## config.mk

```make
export PLATFORM = sky130hd
export DESIGN_NAME = pc_fetch_ctrl
export DESIGN_NICKNAME = d
export VERILOG_FILES = /design/src/rtl/pc_fetch_ctrl.sv
export SDC_FILE = /design/constraint.sdc
export NUM_CORES = 1
export LEC_CHECK = 0
export ABC_CLOCK_PERIOD_IN_PS = 3100
export CORE_MARGIN = 4
export CORE_UTILIZATION = 53
export DETAILED_ROUTE_END_ITERATION = 8
export MAX_ROUTING_LAYER = met4
export PLACE_DENSITY = 0.9
export SYNTH_ARGS = -nofsm -noshare
export SYNTH_HDL_FRONTEND = slang
export SYNTH_SLANG_ARGS = --single-unit
export TNS_END_PERCENT = 5
```

## constraint.sdc

```tcl
create_clock -name clk -period 3.1 [get_ports clk]
set_clock_uncertainty 0.1 [all_clocks]
set_input_delay 0.465 -clock clk [delete_from_list [all_inputs] [get_ports clk]]
set_output_delay 0.465 -clock clk [all_outputs]
set_load 0.01 [all_outputs]
```

## src/rtl/pc_fetch_ctrl.sv

```systemverilog
// Program counter and instruction-fetch request sequencer with redirect/flush handling.
// Optional misaligned-target trap enabled by defining PC_MISALIGN_CHK_EN.
module pc_fetch_ctrl #(
  parameter int XLEN = 32,
  parameter logic [XLEN-1:0] RESET_PC = '0
) (
  input  logic            clk,
  input  logic            rst_n,
  input  logic            jumpOrBranch,
  input  logic            jalrIn,
  input  logic [XLEN-1:0] brPcIn,
  input  logic [XLEN-1:0] immIn,
  input  logic [XLEN-1:0] rs1In,
  input  logic            stallIn,
  output logic            imemReqValid,
  output logic [XLEN-1:0] imemReqAddr,
  input  logic            imemReqReady,
  output logic [XLEN-1:0] pcOut,
  output logic [XLEN-1:0] pcPlus4Out,
  output logic            flushOut
`ifdef PC_MISALIGN_CHK_EN
  , output logic          misalignErr
`endif
);

  typedef enum logic [1:0] {BOOT, REQ, WAIT} state_t;

  state_t          state, nextState;
  logic [XLEN-1:0] target, seqAddr, nextAddr, pendingTarget;
  logic            pending, handshake, held, redirect;

  assign target = jalrIn ? ((rs1In + immIn) & {{(XLEN-1){1'b1}}, 1'b0})
                         : (brPcIn + immIn);
  assign seqAddr      = imemReqAddr + XLEN'(4);
  assign imemReqValid = (state == REQ);
  assign handshake    = imemReqValid & imemReqReady;
  assign held         = imemReqValid & ~imemReqReady;

`ifdef PC_MISALIGN_CHK_EN
  // A target with bit 1 set is dropped entirely: no flush, fetch carries on.
  assign redirect = jumpOrBranch & ~target[1];
`else
  assign redirect = jumpOrBranch;
`endif

  always_ff @(posedge clk or negedge rst_n) begin
    if (!rst_n) state <= BOOT;
    else        state <= nextState;
  end

  always_comb begin
    nextState = state;
    unique case (state)
      BOOT: nextState = REQ;
      REQ:  if (handshake && stallIn) nextState = WAIT;
      WAIT: if (!stallIn) nextState = REQ;
      default: nextState = BOOT;
    endcase
  end

  // A presented request keeps its address until accepted; redirects meanwhile go to pending.
  always_comb begin
    nextAddr = imemReqAddr;
    if (handshake) begin
      if (redirect)     nextAddr = target;
      else if (pending) nextAddr = pendingTarget;
      else              nextAddr = seqAddr;
    end else if (!held && redirect) begin
      nextAddr = target;
    end
  end

  always_ff @(posedge clk or negedge rst_n) begin
    if (!rst_n) begin
      imemReqAddr   <= RESET_PC;
      pcOut         <= RESET_PC;
      pcPlus4Out    <= RESET_PC + XLEN'(4);
      flushOut      <= 1'b0;
      pending       <= 1'b0;
      pendingTarget <= '0;
    end else begin
      imemReqAddr <= nextAddr;
      flushOut    <= redirect;
      if (handshake) begin
        pcOut      <= imemReqAddr;
        pcPlus4Out <= seqAddr;
        pending    <= 1'b0;
      end else if (held && redirect) begin
        pending       <= 1'b1;
        pendingTarget <= target;
      end
    end
  end

`ifdef PC_MISALIGN_CHK_EN
  always_ff @(posedge clk or negedge rst_n) begin
    if (!rst_n) misalignErr <= 1'b0;
    else        misalignErr <= jumpOrBranch & target[1];
  end
`endif

endmodule

```

; Word-level counts from Yosys, hierarchy flattened
; Cells that the tools add are included.
[totals]
reg_bits = 132
latchBits = 0
ram_bits = 0
rom_bits = 0
input_bits = 102
word_cells = 37
n_memories = 0
[op_classes]
addsub = 3
multipliers = 0
n_div = 0
order_cmp = 0
n_eq_ne = 4
n_shift = 0
n_mux = 10
bitwise_logic = 4
reduce_logical = 9
[ops]
columns = cell, count
row1 = 2-to-1 mux 32 bit, 5
row2 = adder 32 bit, 2
row3 = adder 32 x 3 -> 32 bit (second input constant), 1
row4 = one-hot mux 2 bit (3 select lines), 1
row5 = 2-to-1 mux 2 bit, 2
row6 = AND reduction 2 bit, 2
row7 = nonzero test 2 bit, 2
row8 = logical AND 1 bit, 3
row9 = AND 1 bit, 2
row10 = == test 2 x 1 -> 1 bit (second input constant), 1
row11 = == test 2 bit (second input constant), 1
row12 = logical NOT 2 bit, 1
row13 = 2-to-1 mux 1 bit, 2
row14 = != test 2 x 1 -> 1 bit (second input constant), 1
row15 = != test 2 bit (second input constant), 1
row16 = NOT 1 bit, 2
row17 = logical NOT 1 bit, 1

; Logic depth before layout (Yosys ltp)
; Gate-level depths: netlist of the first run.
[logic_depth]
depth_word = 6
ltp_mapped = 12
ltp_nobuf = 12

; Worst setup path after synthesis of the first run
; No wires, ideal clock.
[synth_path]
kind = input port to flip-flop
start = input immIn[0]
end = register imemReqAddr[14]
setup_time_ns = 0.104
arrival_time_ns = 2.882
t_required_ns = 2.896
setup_slack_ns = 0.014
path_stages = 12
path_buffers = 0
cell_sequence = and2_1 > fa_1 > a21o_1 > a2111oi_4 > nor2_1 > a21bo_2 > a21o_1 > a21oi_1 > xnor2_1 > a21oi_1 > a22o_1 > a221oi_1
[synth_via]
elab_chain_len = 4
elab_cells_between_ends = 6
[synth_rtl]
columns = element, line
row1 = start: declaration, 12  ; input logic [XLEN-1:0] immIn,
row2 = adder 32 bit (on tied branches), "33, 32"
row3 = 2-to-1 mux 32 bit *, 32  ; assign target = jalrIn ? ((rs1In + immIn) & {{(XLEN-1){1'b1}}, 1'b0})
row4 = 2-to-1 mux 32 bit (on tied branches), "68, 65"
row5 = 2-to-1 mux 32 bit *, 64  ; if (handshake) begin
row6 = end signal: assignment, 82  ; imemReqAddr <= nextAddr;
row7 = end: declaration, 16  ; output logic [XLEN-1:0] imemReqAddr,
; Every way passes the cells marked *; elsewhere a longest branch is shown, timed or not. The select of a mux whose other input is x is not followed.
; A chain may end at the register's enable or synchronous reset.

; Worst setup path after layout of the first run
[layout_path]
start = input immIn[16]
end = register pendingTarget[31]
[layout_via]
elab_chain_len = 2
elab_cells_between_ends = 3
[layout_rtl]
columns = element, line
row1 = adder 32 bit (on tied branches), "33, 32"
row2 = 2-to-1 mux 32 bit *, 32
row3 = end signal: assignment, 90  ; pendingTarget <= target;
row4 = end: declaration, 29  ; logic [XLEN-1:0] target, seqAddr, nextAddr, pendingTarget;
; Every way passes the cells marked *; elsewhere a longest branch is shown, timed or not.

==> results of run 1 <==
worst reg2reg max path: stages, from the launching register on:
cell     delay [ns]
dfrtp_1        0.49
and4_1         0.30
and3_1         0.29
nand3_1        0.16
nor3_2         0.18
nand3_1        0.29
nor2_1         0.21
xnor2_1        0.22
o21ai_0        0.15
o22ai_1        0.20
a21oi_1        0.07
cells in the final DEF (no fill, tap or decap), types with 12 or more instances in the layout:
| cell type | synthesis | layout |
|---|---|---|
| a21o_1 | 39 | 39 |
| clkdlybuf4s50_1 | 0 | 178 |
| inv_1 | 17 | 17 |
| o21ai_0 | 99 | 89 |
| xor2_1 | 32 | 32 |
| clkbuf_16 | 0 | 17 |
| nand4_1 | 12 | 12 |
| o21ai_1 | 8 | 16 |
| nor2_1 | 71 | 70 |
| nand3_1 | 34 | 34 |
| and3_1 | 14 | 14 |
| mux2_2 | 49 | 49 |
| a21oi_1 | 85 | 77 |
| buf_4 | 4 | 182 |
| mux2i_1 | 22 | 21 |
| ha_1 | 62 | 51 |
| nand2_1 | 125 | 124 |
| dlymetal6s2s_1 | 0 | 15 |
| dfrtp_1 | 129 | 129 |
| xnor2_1 | 50 | 49 |
state kept, by name, indices dropped and copies added, names as in the netlist:
signal and cells:
pcPlus4Out 30, pending 1, pendingTarget 32, flushOut 1, state 2, pcOut 32
imemReqAddr 32
repair_timing:
action,CTS,global route
endpoints found under the setup margin,27,36
hold endpoints to repair,0,0
gates resized for setup,24,48
setup buffers,7,2
gates cloned,0,0
pin swaps,18,25
hold buffers,0,0
layer usage:
layer	track usage, %	vias up	wire [um]
met4	8.99	0	975
met2	50.2	547	15200
met3	4.17	109	2440
met5	-	-	0
met1	39.6	4714	12700
li1	-	4578	-
power by group through the flow:
stage / Combinational (uW) / Sequential, uW / Clock (uW)
6_report: 4370 / 3020 / 2130
2_1_floorplan: 1850 / 3100 / 0
5_1_grt: 4700 / 3100 / 2200
3_5_place_dp: 4180 / 3000 / 0
4_1_cts: 4280 / 3000 / 2130
3_3_place_gp: 4030 / 2940 / 0
through the flow:
step                      setup TNS [ns]  total power (uW)  util [%]  hold slack, ns
after global routing              -0.517             10000      79.5           0.219
after detailed placement          -22.13              7180      73.7           0.365
after CTS                       -0.00426              9410      78.1           0.167
final                           -0.00456              9520      79.5           0.127
after floorplan                        0              4950         -          0.0694
after global placement            -18.20              6970      73.7           0.351
worst max path at each step:
stage	start	endpoint	slack (ns)
floorplan	immIn[0]	imemReqAddr[14]	0.01
global placement	immIn[0]	imemReqAddr[28]	-0.58
detailed placement	immIn[0]	imemReqAddr[28]	-0.73
CTS	rs1In[0]	imemReqAddr[28]	-0.004
global route	immIn[11]	pendingTarget[31]	-0.11
finish	immIn[16]	pendingTarget[31]	-0.005
logic make-up after synthesis:
kind of cell / share of synthesized area, %
DFF: 34.1
buffers and inverters: 3.30
muxes: 8.09
AOI/OAI and AO/OA: 23.4
and+or+nand+nor: 15.0
xor gates and xnor gates: 7.53
adders and majority gates: 8.55
layout make-up:
class / instances / area share [%]
Clock inverter: 14 / 1.34
Sequential cell: 130 / 23.4
Inverter: 18 / 0.486
Multi-Input combinational cell: 868 / 45.1
Antenna cell: 1 / 0.0180
Clock buffer: 18 / 3.16
Timing Repair Buffer: 381 / 24.4
Tap cell: 225 / 2.03
==> qor.log, run 1 <==
INFO  routing        drt-pass1-iter-count=6
INFO  timing         rsz0062_at_grt=yes
INFO  setup_path     timing.critical_path.depth=13
INFO  flow_run       max-cap-violations=0
INFO  clocking       cts_num_sinks=130
INFO  power          clock_power_share=22.3%
INFO  global_route   global_route.overflow_total=0
INFO  power          vdd_ir_drop_max=0.695mV
INFO  synthesis      netlist.top_cell.by_area=dfrtp_1
INFO  synthesis      synthMostInstantiatedCell=dfrtp_1
INFO  timing         fmaxAchievable=0.322GHz
INFO  setup_path     rr_startpoint=imemReqAddr[7]
INFO  status         run_status=complete, but fails checks
INFO  synthesis      yosys_warnings=0
INFO  place          gp_congestion=0.910
INFO  setup_path     worst_setup_path_start_kind=input port
INFO  place          dp_hpwl=22500um
INFO  hold_path      worst_hold_path_type=in -> async
INFO  power          leakagePower=0.00632uW
INFO  clocking       tritoncts_clock_tree=done
INFO  power          cellPowerDensity=685nW/um^2
INFO  setup_path     critical-path-slowest-cell=clkdlybuf4s50_1
INFO  synthesis      synth.cells.most_frequent=dfrtp_1 (129), nand2_1 (125), o21ai_0 (99)
INFO  synthesis      dominantRegCellSynth=dfrtp_1
INFO  routing        detailroute.via_count=9948
INFO  timing         min_period_over_period=100%
INFO  clocking       cts_root_buf=clkbuf_16
INFO  floorplanning  placeableCoreArea=17500um^2
INFO  status         violations=negative setup slack
INFO  setup_path     reg2reg_to=imemReqAddr[30]
INFO  final_layout   seq_area=3250um^2
INFO  place          placedInstanceArea=12900um^2
INFO  setup_path     ff2ff_path_depth=10
INFO  routing        number_of_antenna_violating_nets_in_the_routed_design=0
INFO  synthesis      syn_avg_cell_area=8.87um^2
INFO  clocking       maximum_level_of_the_cts_h_tree=4
INFO  clocking       worstSkewPairLatency=0.43ns
INFO  timing         finalCriticalPeriod=3.10ns
INFO  synthesis      postSynthRegisterBits=130
INFO  timing         timing.final.ws_setup=-0.00456ns
INFO  routing        detail_route.drc_violations=0
INFO  setup_path     setup.worst_path.class=in -> reg
INFO  timing         final-hold-violation-count=0
INFO  floorplanning  fp.dieH=142um
INFO  synthesis      mappedNetlistNets=1242
INFO  synthesis      ys_async_sr_fraction=100%
INFO  clocking       clkTransAtPathRegs=0.06ns
INFO  floorplanning  initial_core_util=54.6%
INFO  place          place_worst_setup_slack=-0.727ns
INFO  routing        drt_wl_total=31200um
INFO  global_route   first_pass_grt_wire_length=48800um
INFO  setup_path     timing.critical_path.cells=clkdlybuf4s50_1 -> ha_1 -> a21o_1 -> a21o_1 -> a21o_1 -> a211o_1 -> a41oi_1 -> buf_4 -> o21ai_1 -> xor2_1 -> a211oi_2 -> xor2_1 -> o21ai_1
INFO  place          placed_cells_incl_taps=1613
INFO  setup_path     endpoint_kind=flip-flop
INFO  floorplanning  row_count=48
INFO  power          cellInternalPower=6090uW
INFO  power          power.switching_fraction=36.0%
INFO  global_route   grt_use_total=30.6%
INFO  synthesis      synth_top_area_share=33.8%
INFO  setup_path     crit_arrival=3.27ns
INFO  synthesis      synth.yosys.seq_area_share=34.1%
INFO  final_layout   num-fill-cells=1116
INFO  final_layout   layout-drive-gt1-share=23.4%
INFO  power          pwr-share-seq=31.7%
INFO  setup_path     highest_net_fanout_along_the_worst_path=2
INFO  setup_path     timing.critical_path.max_delay_family=compound AO/OA/AOI/OAI gates
INFO  global_route   grt_pass1_vias=9727
INFO  power          switchingPower=3430uW
INFO  setup_path     cp.required=3.27ns
INFO  synthesis      post_synth_instance_area=9540um^2
INFO  setup_path     reg2reg_slack=0.31ns
INFO  synthesis      synth_edf_count=0
INFO  global_route   antenna_found_initial=1
INFO  timing         slew-limit-headroom=31.1%
INFO  place          buffer_ports.inserted=199
INFO  clocking       cts_buffer_depth=2
INFO  final_layout   multi_input_area=6270um^2
INFO  power          power_frac_comb=45.9%
INFO  synthesis      synth_cells=1076
INFO  synthesis      synth.lib_cells_used.distinct=77
INFO  floorplanning  design.die.area=20200um^2
INFO  setup_path     critical-path-max-stage-delay=0.43ns
INFO  synthesis      synthTopCellsByArea=dfrtp_1 (34%), ha_1 (8.1%), mux2_2 (5.8%)
INFO  floorplanning  chipWidth=142um
INFO  setup_path     crit_top_cell=a21o_1
INFO  global_route   grt_max_degree=84
INFO  routing        avgViaCountPerCell=6.01
INFO  timing         finalMaxSlewViolations=0
INFO  final_layout   final_cell_count_no_fill=1655
INFO  final_layout   post-route-cell-area=13900um^2
INFO  clocking       number_of_buffers_created_by_cts=17
INFO  routing        detail_route.wl_per_cell=18.9um
INFO  routing        detailedRoute.firstIterationViolations=984
INFO  final_layout   final_nets=1582
INFO  final_layout   area_growth_syn_to_layout=45.6%
INFO  setup_path     path_buf_inv=2
INFO  timing         timing.final.setup_violations=1
INFO  floorplanning  boundaryPins=200
INFO  timing         worst_pin_slew=1.03ns
(Power assumes the default switching activity.)
==> run 2: changes to the inputs <==
CORE_ASPECT_RATIO = 0.5   (was unset)
==> run 2 against run 1 <==
The flow still finishes with violations (negative setup slack). Register-to-register slack worse by 0.19 ns. Worst hold slack better by 0.26 ns. Clock power hardly changed. Sequential power is 2% higher. Total power is 5.1% higher. Critical path depth is 1 lower. Routed wire length is 23% higher. Via count is 7.9% higher. Flip-flop and latch count stayed put. Global-route usage is 5.0 points higher. Count of clock-buffer cells in the layout is 5 higher. Non-clock buffer count is 43 higher. Critical endpoint is now imemReqAddr[28]. Largest power group unchanged.
==> qor.log, run 2 (synthesized netlist as in run 1, its figures left out) <==
INFO  setup_path     path_buf_inv=3
INFO  global_route   grt_use_total=35.6%
INFO  timing         rsz0062_at_grt=yes
INFO  global_route   global_route.overflow_total=0
INFO  power          clock_power_share=21.0%
INFO  place          gp_congestion=0.946
INFO  routing        detailroute.via_count=10700
INFO  setup_path     reg2reg_to=imemReqAddr[16]
INFO  power          post-layout-total-power=10000uW
INFO  final_layout   final_cell_count_no_fill=1707
INFO  final_layout   num-fill-cells=937
INFO  final_layout   final_nets=1625
INFO  place          place_worst_setup_slack=-0.717ns
INFO  clocking       worstSkewPairLatency=0.42ns
INFO  routing        avgViaCountPerCell=6.29
INFO  setup_path     timing.critical_path.max_delay_family=compound AO/OA/AOI/OAI gates
INFO  routing        detail_route.drc_violations=0
INFO  setup_path     timing.critical_path.cells=clkdlybuf4s50_1 -> ha_4 -> and2_4 -> a2111oi_4 -> buf_4 -> or3_4 -> o211a_4 -> o31a_1 -> o22a_4 -> buf_4 -> a211oi_4 -> o221ai_2
INFO  hold_path      worst_hold_path_type=reg -> reg
INFO  routing        detail_route.wl_per_cell=22.4um
INFO  timing         fmaxAchievable=0.313GHz
INFO  hold_path      hold-path-cell-count=2
INFO  setup_path     cp.required=3.28ns
INFO  timing         min_period_over_period=103%
INFO  timing         finalCriticalPeriod=3.19ns
INFO  floorplanning  chipWidth=198um
INFO  clocking       maximum_level_of_the_cts_h_tree=4
INFO  floorplanning  fp.dieH=103um
INFO  global_route   first_pass_grt_wire_length=55300um
INFO  status         violations=negative setup slack
INFO  setup_path     endpoint_kind=flip-flop
INFO  timing         slew-limit-headroom=29.5%
INFO  clocking       number_of_buffers_created_by_cts=17
INFO  setup_path     critical-path-slowest-cell=clkdlybuf4s50_1
INFO  routing        number_of_antenna_violating_nets_in_the_routed_design=0
INFO  timing         finalSetupTns=-0.330ns
INFO  place          placed_cells_incl_taps=1660
INFO  global_route   antenna_found_initial=1
INFO  setup_path     crit_arrival=3.38ns
INFO  power          switchingPower=3780uW
INFO  power          cellPowerDensity=684nW/um^2
INFO  floorplanning  row_count=34
INFO  setup_path     reg2reg_slack=0.12ns
INFO  place          dp_hpwl=26200um
INFO  setup_path     worst_setup_path_startpoint=rs1In[3]
INFO  setup_path     rr_startpoint=imemReqAddr[2]
INFO  timing         finalMaxSlewViolations=0
INFO  final_layout   final_common_cell=buf_4
INFO  final_layout   layout-drive-gt1-share=28.6%
INFO  final_layout   multi_input_area=6680um^2
INFO  setup_path     critical-path-max-stage-delay=0.48ns
INFO  floorplanning  design.die.area=20300um^2
INFO  timing         timing.final.ws_setup=-0.0948ns
INFO  clocking       cts_buffer_depth=2
INFO  power          vdd_ir_drop_max=0.627mV
INFO  clocking       cts_num_sinks=130
INFO  clocking       tritoncts_clock_tree=done
INFO  final_layout   largest_regs=imemReqAddr: 32 flops, pcOut: 32 flops, pendingTarget: 32 flops
INFO  setup_path     ff2ff_path_depth=9
INFO  place          buffer_ports.inserted=199
INFO  power          power.switching_fraction=37.8%
INFO  floorplanning  boundaryPins=200
INFO  routing        drt_wl_total=38300um
INFO  setup_path     crit_top_cell=buf_4
INFO  power          cellInternalPower=6230uW
INFO  global_route   grt_pass1_vias=10300
INFO  setup_path     worst_setup_path_start_kind=input port
INFO  hold_path      hold_path_startpoint=pcPlus4Out[2]
INFO  hold_path      endpoint_of_the_worst_hold_timing_path=pcPlus4Out[2]
INFO  final_layout   seq_area=3250um^2
INFO  routing        drt-pass1-iter-count=6
INFO  final_layout   area_growth_syn_to_layout=53.2%
INFO  power          pwr-share-seq=30.7%
INFO  flow_run       max-cap-violations=0
INFO  floorplanning  initial_core_util=54.4%
INFO  timing         timing.final.setup_violations=4
INFO  final_layout   final_core_utilization=83.4%
INFO  global_route   grt_max_degree=65
INFO  status         run_status=complete, but fails checks
INFO  setup_path     highest_net_fanout_along_the_worst_path=3
INFO  floorplanning  placeableCoreArea=17500um^2
INFO  timing         final-hold-violation-count=0
INFO  power          leakagePower=0.00662uW
INFO  final_layout   mostFrequentLayoutCells=buf_4 (224), clkdlybuf4s50_1 (171), dfrtp_1 (129)
INFO  power          power_frac_comb=48.2%
INFO  routing        detailedRoute.firstIterationViolations=1345
INFO  setup_path     setup.worst_path.class=in -> reg
INFO  clocking       clkTransAtPathRegs=0.06ns
INFO  timing         worst_pin_slew=1.06ns
INFO  clocking       cts_root_buf=clkbuf_16
run 2: cell count changes in the layout (fill, tap and decap cells not counted), moves of 4 or more:
cell and change:
buf_4 +42, ha_1 -14, ha_4 +13, a21oi_1 -11, a21oi_2 +10, clkdlybuf4s50_1 -7, clkbuf_1 +6, o21ai_2 +5
dlymetal6s2s_1 +4, xnor2_1 -4, xnor2_2 +4
run 2: metrics by stage:
stage / hold slack, ns / instance area, um^2
floorplan: 0.0694 / 9540
global placement: 0.350 / 13200
detailed placement: 0.370 / 13200
CTS: 0.382 / 14100
global route: 0.416 / 14600
finish: 0.383 / 14600
run 2: worst min-delay path: stages (launching register included):
cell and delay [ns]:
dfstp_2 0.36, nand2_1 0.04, o21ai_0 0.07
run 2: how the worst max path moves through the flow:
stage                   endpoint  slack [ns]  cells past startpoint
6_report         imemReqAddr[28]       -0.09                     12
5_1_grt        pendingTarget[26]       -0.12                     13
4_1_cts        pendingTarget[26]       -0.02                     14
3_5_place_dp   pendingTarget[26]       -0.72                     14
3_3_place_gp      imemReqAddr[7]       -0.63                     14
2_1_floorplan    imemReqAddr[14]        0.01                     12
run 2: layer usage:
layer	share of wire (%)	wire (um)	track usage (%)	vias up
met1	39	14900	47.8	5080
met2	45	17300	54.9	815
met4	4.3	1660	10.9	0
met5	0	0	-	-
met3	12	4430	7.31	166
li1	-	-	-	4676
run 2: power by group through the flow:
stage               registers (uW)  logic [uW]  clock network, uW
finish                        3080        4830               2100
global route                  3140        5100               2170
CTS                           3030        4550               2090
detailed placement            3030        4390                  0
global placement              2950        4240                  0
floorplan                     3100        1850                  0
run 2: final cells by class:
type	count	share of cell area, %
inverter	18	0.462
clock inverter	9	1.08
multi-input combinational	868	45.7
antenna	1	0.0171
timing repair buffer	424	25.5
sequential	130	22.3
clock buffer	23	3.06
tap	234	2.00
run 2: timing repair:
| action | CTS | global route |
|---|---|---|
| hold buffers | 1 | 0 |
| resized for setup | 50 | 95 |
| pin swaps | 30 | 47 |
| buffers inserted | 8 | 6 |
| setup endpoints to repair | 47 | 47 |
| endpoints found under the hold margin | 40 | 0 |
